**src/rtl/mccoy_prog_driver.sv**
```systemverilog
// mccoy_prog_driver: holds a short program for the McCoy core, resets the core,
// streams the program one instruction per clock and checks the core's results.
module mccoy_prog_driver #(
    parameter int          DEPTH      = 16,
    parameter int          RST_CYCLES = 2,
    parameter int          CHECK_LAT  = 1,
    parameter logic [5:0]  IDLE_INSTR = 6'b000000,
    localparam int         ADDR_W     = $clog2(DEPTH)
) (
    input  logic              clk,
    input  logic              reset,
    input  logic              wr_en,
    input  logic [ADDR_W-1:0] wr_addr,
    input  logic [5:0]        wr_instr,
    input  logic              wr_chk,
    input  logic [5:0]        wr_exp,
    input  logic [ADDR_W:0]   prog_len,
    input  logic              start,
    output logic [5:0]        core_instr,
    output logic              core_rst,
    input  logic [7:0]        core_out,
    output logic              busy,
    output logic              done,
    output logic              pass,
    output logic [7:0]        err_count,
    output logic [ADDR_W-1:0] first_fail_addr
);

    localparam int CNT_W = 8;

    typedef enum logic [2:0] {IDLE, CORE_RST, RUN, DRAIN, DONE} state_t;

    typedef struct packed {
        logic       chk;
        logic [5:0] exp_val;
        logic [5:0] instr;
    } entry_t;

    // One in-flight check: travels alongside the instruction until the core's result is due.
    typedef struct packed {
        logic              vld;
        logic [5:0]        exp_val;
        logic [ADDR_W-1:0] addr;
    } pend_t;

    entry_t            mem [DEPTH];
    pend_t             dl  [CHECK_LAT+1];

    state_t            state, state_n;
    logic [ADDR_W-1:0] pc, pc_n;
    logic [ADDR_W:0]   len, len_n;
    logic [CNT_W-1:0]  cnt, cnt_n;
    logic [5:0]        core_instr_n;
    logic              core_rst_n, busy_n, done_n, pass_n;
    logic [7:0]        err_n;
    logic [ADDR_W-1:0] ffa_n;
    pend_t             push;

    entry_t            rd_entry;
    pend_t             retire;
    logic              mismatch;
    logic              last_issue;
    logic              unused_core_hi;

    assign rd_entry       = mem[pc];
    assign retire         = dl[CHECK_LAT];
    assign mismatch       = retire.vld && (core_out[5:0] != retire.exp_val);
    assign last_issue     = ({1'b0, pc} == (len - (ADDR_W+1)'(1)));
    assign unused_core_hi = ^core_out[7:6];

    // Program memory write port, locked out while a run is in progress.
    // NOTE: the program store has no reset; its contents are defined only by writes.
    always_ff @(posedge clk) begin
        if (wr_en && !busy)
            mem[wr_addr] <= '{chk: wr_chk, exp_val: wr_exp, instr: wr_instr};
    end

    // Next-state, next-output and result-accumulation logic.
    always_comb begin
        // NOTE: every variable gets a default first so no path leaves it unassigned (no latches).
        state_n      = state;
        pc_n         = pc;
        len_n        = len;
        cnt_n        = cnt;
        core_instr_n = IDLE_INSTR;
        core_rst_n   = 1'b0;
        busy_n       = busy;
        done_n       = done;
        pass_n       = pass;
        err_n        = err_count;
        ffa_n        = first_fail_addr;
        push         = '0;

        // Retire the oldest pending check against the core's current result.
        if (mismatch) begin
            if (err_count != 8'hFF)
                err_n = err_count + 8'd1;
            if (err_count == 8'd0)
                ffa_n = retire.addr;
        end

        unique case (state)
            IDLE, DONE: begin
                if (start) begin
                    len_n  = (prog_len > (ADDR_W+1)'(DEPTH)) ? (ADDR_W+1)'(DEPTH) : prog_len;
                    err_n  = 8'd0;
                    ffa_n  = '0;
                    pass_n = 1'b0;
                    done_n = 1'b0;
                    pc_n   = '0;
                    cnt_n  = '0;
                    if (prog_len == '0) begin
                        state_n = DONE;
                        done_n  = 1'b1;
                        pass_n  = 1'b1;
                    end else begin
                        state_n    = CORE_RST;
                        core_rst_n = 1'b1;
                        busy_n     = 1'b1;
                    end
                end
            end
            CORE_RST: begin
                if (cnt == CNT_W'(RST_CYCLES - 1)) begin
                    state_n = RUN;
                    cnt_n   = '0;
                end else begin
                    cnt_n      = cnt + CNT_W'(1);
                    core_rst_n = 1'b1;
                end
            end
            RUN: begin
                core_instr_n = rd_entry.instr;
                push         = '{vld: rd_entry.chk, exp_val: rd_entry.exp_val, addr: pc};
                if (last_issue) begin
                    state_n = DRAIN;
                    cnt_n   = '0;
                end else begin
                    pc_n = pc + ADDR_W'(1);
                end
            end
            DRAIN: begin
                if (cnt == CNT_W'(CHECK_LAT)) begin
                    state_n = DONE;
                    busy_n  = 1'b0;
                    done_n  = 1'b1;
                    pass_n  = (err_n == 8'd0);
                end else begin
                    cnt_n = cnt + CNT_W'(1);
                end
            end
            default: state_n = IDLE;
        endcase
    end

    // State, registered outputs and the check delay line.
    always_ff @(posedge clk) begin
        // NOTE: sequential state uses non-blocking assignments so all registers update together.
        if (reset) begin
            state           <= IDLE;
            pc              <= '0;
            len             <= '0;
            cnt             <= '0;
            core_instr      <= IDLE_INSTR;
            core_rst        <= 1'b1;
            busy            <= 1'b0;
            done            <= 1'b0;
            pass            <= 1'b0;
            err_count       <= 8'd0;
            first_fail_addr <= '0;
            for (int i = 0; i <= CHECK_LAT; i++)
                dl[i] <= '0;
        end else begin
            state           <= state_n;
            pc              <= pc_n;
            len             <= len_n;
            cnt             <= cnt_n;
            core_instr      <= core_instr_n;
            core_rst        <= core_rst_n;
            busy            <= busy_n;
            done            <= done_n;
            pass            <= pass_n;
            err_count       <= err_n;
            first_fail_addr <= ffa_n;
            dl[0]           <= push;
            for (int i = 1; i <= CHECK_LAT; i++)
                dl[i] <= dl[i-1];
        end
    end

endmodule

```
**config.mk**
```make
export PLATFORM = sky130hd
export DESIGN_NAME = mccoy_prog_driver
export DESIGN_NICKNAME = d
export VERILOG_FILES = /design/src/rtl/mccoy_prog_driver.sv
export SDC_FILE = /design/constraint.sdc
export NUM_CORES = 1
export LEC_CHECK = 0
export ABC_AREA = 1
export CORE_MARGIN = 10
export CORE_UTILIZATION = 45
export CTS_CLUSTER_DIAMETER = 30
export DETAILED_ROUTE_END_ITERATION = 7
export PLACE_DENSITY = 0.62
export RECOVER_POWER = 25
export SYNTH_ARGS = -nofsm -noshare
export SYNTH_HDL_FRONTEND = slang
export SYNTH_SLANG_ARGS = --single-unit
```
**constraint.sdc**
```tcl
create_clock -name clk -period 2 [get_ports clk]
set_clock_uncertainty 0.15 [all_clocks]
set_input_delay 0.5 -clock clk [delete_from_list [all_inputs] [get_ports clk]]
set_output_delay 0.5 -clock clk [all_outputs]
set_load 0.02 [all_outputs]
```
# After elaboration in Yosys (flattened, before gate mapping)
# Memories as Yosys holds them, arrays and structs flattened. A register that Yosys moved wholly into a read port is not among the register bits.
# Index checks and enable logic that the tools add are counted.
# totals
mem_count	2
inputBits	34
elab_cells	101
out_inout_bits	22
ramBits	230
register_bits	42
# classes
order_cmp	1
addsub	4
bitwise	3
n_reduce_logical	18
muxes	47
n_eq_ne	15
# memory_table
name	words	width	read_ports	rd_clocked_by_memory_dff	write_ports	line	rtl
mem	16	13	1	1	1	46	entry_t mem [DEPTH];
dl	2	11	2	0	2	47	pend_t dl [CHECK_LAT+1];
# ops
operator	count
$mux W8	8
$mux W11	3
$mux W4	8
$pmux W8 S4	1
$add A8 B1 Y8 const B	2
$logic_not A8 Y1	2
$mux W1	15
$mux W3	5
$ne A2 B2 Y1 const B	7
$pmux W3 S4	1
$reduce_and A4 Y1	3
$eq A8 B1 Y1 const B	1
$ne A8 B8 Y1 const B	1
$pmux W1 S2	4
$pmux W4 S2	1
$eq A3 B2 Y1 const B	2
$ne A6 B6 Y1	1
$reduce_and A3 Y1	2
$eq A4 B5 Y1	1
$gt A5 B5 Y1 const B	1
$logic_not A5 Y1	1
$mux W5	1
$sub A5 B1 Y5 const B	1
$add A4 B1 Y4 const B	1
11 further kinds	15

# Longest topological paths before layout
# depth
depth_word	6
depth_mapped	15
mapped_depth_nobuf	15

# Worst setup path before layout
# No wires, ideal clock.
# synth_path
kind	input-to-reg
start	input wr_en
end	memory mem[11][0] (netlist name), enable pin
t_required_ns	1.468
path_stages	4
arrival_ns	1.433
path_slack_ns	0.034
path_buffers	0
setup_time_ns	0.382
cell_sequence	inv_1 > nor2_1 > nand3_1 > nor2_1
# synth_between
elab_chain_len	3
# synth_lines
item	line	rtl
from (decl)	12	input logic wr_en,
$logic_and A1 B1 Y1	74	if (wr_en && !busy)
$mux W1	74	
$mux W1 (implied by the code)	75	mem[wr_addr] <= '{chk: wr_chk, exp_val: wr_exp, instr: wr_instr};
to (decl)	46	
# No other way between the ends.

# Worst setup path in the final report
# layout_path
start	register err_count[7]
end	output err_count[7]
# layout_lines
item	line	rtl
from (decl)	25	output logic [7:0] err_count,
from (signal assigned)	183	err_count <= err_n;
# No word-level cell between the ends.

==> impl.org <==
** Synth
- In this run, synthesis inferred 208 flip-flops with an integrated enable.
- Leading register cell type out of synthesis :: edfxtp_1
- The cell count after synthesis came out at between 1000 and 1500.
- Yosys cell types :: 36
- Share of the synthesized area in the top cell type :: between 50% and 60%
- Of the synthesized area, sequential elements account for around 67%.
- In this run the mean area of a mapped cell was between 10 and 15 um2.
- Counting flops and latches in the post-synthesis netlist gives 276.
- When the netlist entered floorplanning its net count stood at 1046.
- Proportion of synthesized flip-flops having asynchronous set or reset :: 0%
- Number of warning messages in the yosys log :: 0
- Largest cells by area after synthesis :: edfxtp_1 55%, dfxtp_1 12%, inv_1 4.8%
- Cell taking the most area after synthesis :: edfxtp_1
- The mapped netlist covers 11300 um2.

** Floorplan
- The die is around 180 um wide.
- Initial Utilization :: 45.4%
- Vertical extent of the die :: 179 um
- Area of the die :: about 32000 um2
- Standard-cell row count :: 58
- The floorplan step defined a core boundary enclosing roughly 25000 um2.
- Pin placement for this block handled 56 I/O pins.

** Timing
- Worst Tran Pin Value :: 0.802 ns
- Aggregate negative setup slack :: 0 ns
- Setup violations, final :: 0
- Number of failing hold endpoints at the final stage :: 0
- FMAX :: between 0.5 and 0.6 GHz
- Worst slew margin relative to its limit :: 46.5%
- The total count of max-transition violations in the final report is 0.
- After layout, the worst path uses between 90 and 100% of the clock period.
- Hold is met by roughly 0.25 ns.
- Counting I/O delays and the setup requirement, the final critical path takes ~1.9 ns.

** Clock tree
- Number of buffers added to fix hold violations after cts :: 0
- TritonCTS clock tree :: done
- Max Root-Sink Buffers :: 3
- Cell at the root of the clock tree :: clkbuf_16
- Clock buffer count from CTS :: just under 60
- CTS H-tree depth :: 2
- Clock-pin slew was measured on the worst setup and hold paths at roughly 0.05 ns.
- CTS saw roughly 280 sinks.
- Clock latency on the worst-skew pair :: approximately 0.56 ns

** Worst hold path
- The worst hold path was traced through 2 stages.
- Hold path startpoint :: dl[0][1]$_SDFF_PP0_
- Worst Hold Endpoint :: dl[0][12]$_SDFF_PP0_
- Tightest Hold Check Type :: flip-flop to flip-flop

** Placement
- Detailed placement finished with a half-perimeter wire length of 16.8 mm.
- Placed Cells incl. Taps :: about 1400
- Count of port buffers added during placement :: 53
- Area after DPL :: between 10000 and 15000 um2
- Routability congestion estimate from global placement :: approximately 0.85

** Power and ir drop
- For this design the static power due to leakage is 5.73 nW.
- Internal power of the cells :: about 15 mW
- The worst-case IR drop observed on VDD is slightly above 0.9 mV.
- Total power :: 19.8 mW
- Combinational cells account for between 10% and 20% of the total power.
- Switching pwr :: approximately 4.8 mW
- Sequential cells burn ~33% of the power.
- Part of the total power dissipated in the clock network :: a little over half
- Power density of the placed cells :: approximately 1300 nW/um2
- Of the total power, the share spent switching nets is 24.5%.

** Route
- Using the TritonRoute via totals, the vias-per-cell ratio works out to a little over 5.
- The first TritonRoute pass finished after 5 iterations.
- Number of violations reported at the end of detailed-routing iteration 0 :: about 660
- The final layout contains routed wiring with a total length of around 27 mm.
- Vias :: 7902
- After detailed routing, the number of remaining DRC violations is 0.
- Wire length per cell :: approximately 18 um
- The detail route stage leaves a number of antenna-violating nets equal to 0.

** Critical path
- Setup crit start kind :: flip-flop
- Combined buffer and inverter count along the critical path :: 1
- By startpoint and endpoint, the worst setup path is classified as flip-flop to output pin.
- Measured in cells, the most critical reg-to-reg path has a length of 6.
- Reg-to-reg critical path endpoint :: core_instr[5]$_SDFF_PP0_
- In this run the worst path has a maximum fanout of 5.
- The worst setup path is captured at an output pin.
- Cell Chain, Critical Path :: dlygate4sd2_1
- Data on the critical path is required at its endpoint by between 1 and 1.5 ns.
- Grouping stages by cell kind, the critical path spends the most delay in flip-flops.
- Slack of the worst reg-to-reg path :: roughly 0.090 ns
- In this design, the stage delay of the slowest critical-path cell is between 0.3 and 0.4 ns.
- On the critical path, the stage with the largest delay is an instance of dfxtp_1.
- Signal arrival time at the worst endpoint :: 1.29 ns

** GRT
- The via count of the first global-routing pass came to 7869.
- Global-route wire length before repair :: between 40 and 50 mm
- Global routing used ~17% of the available tracks.
- Entering global routing, the biggest net connects 66 pins.
- Global routing finished with a remaining overflow of 0.
- For met3 alone, demand over resource in global routing was ~4.3%.
- Global routing used 27.8% of the available met2 tracks.
- Busiest grt layer :: met2
- Global routing consumed, on the met1 layer, 21.8% of the routing resources.
- The initial antenna violation count was 1.

** Layout
- Net count, final :: 1221
- Share of layout cells above drive strength 1 :: a little under a fifth
- The finished layout holds roughly 1600 standard cells, fillers aside.
- The filler cells instantiated in the layout total ~2000.
- From synthesis to final layout, the design area changed by 34.4%.
- With fillers left out, the area of the finished cells amounts to 15200 um2.

** Job
- The tool flagged a number of max-cap violations equal to 0.

** Run status
- The run finished with clean final reports.
[sequential cells by signal (all words and copies together) (netlist names), 3 cells and up, named ones only]
register / count
cnt: 8
core_instr: 6
dl: 22
err_count: 8
first_fail_addr: 4
len: 5
mem: 208
pc: 4
state: 3
[metal layers]
metal / wire length (um) / vias to the layer above / part of all wire, %
met5: 0 / - / 0
met4: 519 / 0 / 1.9
met3: 1890 / 43 / 6.9
met2: 13000 / 242 / 47
met1: 12100 / 3734 / 44
li1: - / 3883 / -
[how the worst max path moves through the flow]
stage / from / depth (start not counted) / to / slack, ns
floorplan: wr_en / 4 / mem[11][0]$_DFFE_PP_ / 0.03
global placement: core_out[2] / 15 / pass$_SDFFE_PP0P_ / -0.43
detailed placement: core_out[2] / 15 / pass$_SDFFE_PP0P_ / -0.47
CTS: len[0]$_SDFFE_PP0P_ / 12 / state[0]$_SDFFE_PP0P_ / -0.03
global route: err_count[1]$_SDFF_PP0_ / 15 / pass$_SDFFE_PP0P_ / -0.02
finish: err_count[7]$_SDFF_PP0_ / 1 / err_count[7] / 0.06
[power groups by stage]
stage	logic, mW	clock network (mW)	registers [mW]
after global placement	2.58	0	6.61
after global routing	3.02	11.0	6.53
final	2.69	10.6	6.51
after floorplan	1.59	0	6.59
after CTS	2.63	10.7	6.51
after detailed placement	2.60	0	6.61
[logic make-up after synthesis]
family / after synthesis / share of synthesized area [%]
xor+xnor: 11 / 0.849
mux: 39 / 3.44
simple gates: 223 / 8.43
compound gates: 262 / 13.0
flops: 276 / 67.1
fa+ha+maj: 6 / 0.662
buf+inv: 189 / 6.57
[final cells by class]
class | instances | area (um2) | area share (%)
flip-flops and latches | 276 | 7620 | 50.0
multi-input cells | 543 | 3080 | 20.2
clock buffers | 68 | 1570 | 10.3
repair buffers | 156 | 1390 | 9.09
clock inverters | 41 | 624 | 4.09
inverters | 146 | 548 | 3.59
well taps | 330 | 413 | 2.71
diodes | 1 | 2.50 | 0.0164
[per-stage QoR]
stage / util (%) / worst slack, ns
finish: 61.1 / 0.0579
global route: 61.1 / -0.0174
CTS: 60.6 / -0.0269
detailed placement: 51.9 / -0.465
global placement: 51.9 / -0.430
floorplan: - / 0.0342
[synth_stat cells, types with 2 or more instances]
cell type,n
clkbuf_1,22
buf_1,4
o21bai_1,4
nor3b_1,2
nor2_1,71
nand3_1,23
mux2i_1,39
nand4_1,5
dfxtp_1,68
nand2_4,2
inv_1,144
edfxtp_1,208
buf_4,6
a21oi_1,88
buf_2,11
o21ai_1,10
xnor2_1,6
nand2_1,108
a211oi_1,29
nor3_1,4
o211ai_1,26
nor2_4,3
ha_1,6
o21ai_0,101
xor2_1,5
[placed cells by master, fill, tap and decap left out, types with 5 or more instances in the layout]
cell / netlist / final
o211ai_1: 26 / 26
a211oi_1: 29 / 28
dlygate4sd2_1: 0 / 16
clkbuf_16: 0 / 60
clkdlybuf4s50_1: 0 / 23
inv_1: 144 / 142
o21ai_0: 101 / 97
o21ai_1: 10 / 13
buf_4: 6 / 82
dlygate4sd3_1: 0 / 8
clkinv_2: 0 / 5
nor2_1: 71 / 67
edfxtp_1: 208 / 208
xnor2_1: 6 / 6
clkbuf_1: 22 / 12
nand3_1: 23 / 23
dfxtp_1: 68 / 62
nor2_4: 3 / 7
clkinv_4: 0 / 5
xor2_1: 5 / 5
clkinv_1: 1 / 6
bufinv_16: 0 / 15
buf_12: 0 / 12
dfxtp_2: 0 / 5
nand4_1: 5 / 5
mux2i_1: 39 / 39
nand2_1: 108 / 105
clkinvlp_4: 0 / 6
a21oi_1: 88 / 88
[repair_timing]
item,in CTS,in global routing
pin swaps,0,10
setup buffers,0,8
endpoints found under the setup margin,31,29
cloned,0,2
gates resized for setup,28,31
Note: power is estimated with default switching activity, not from simulation.
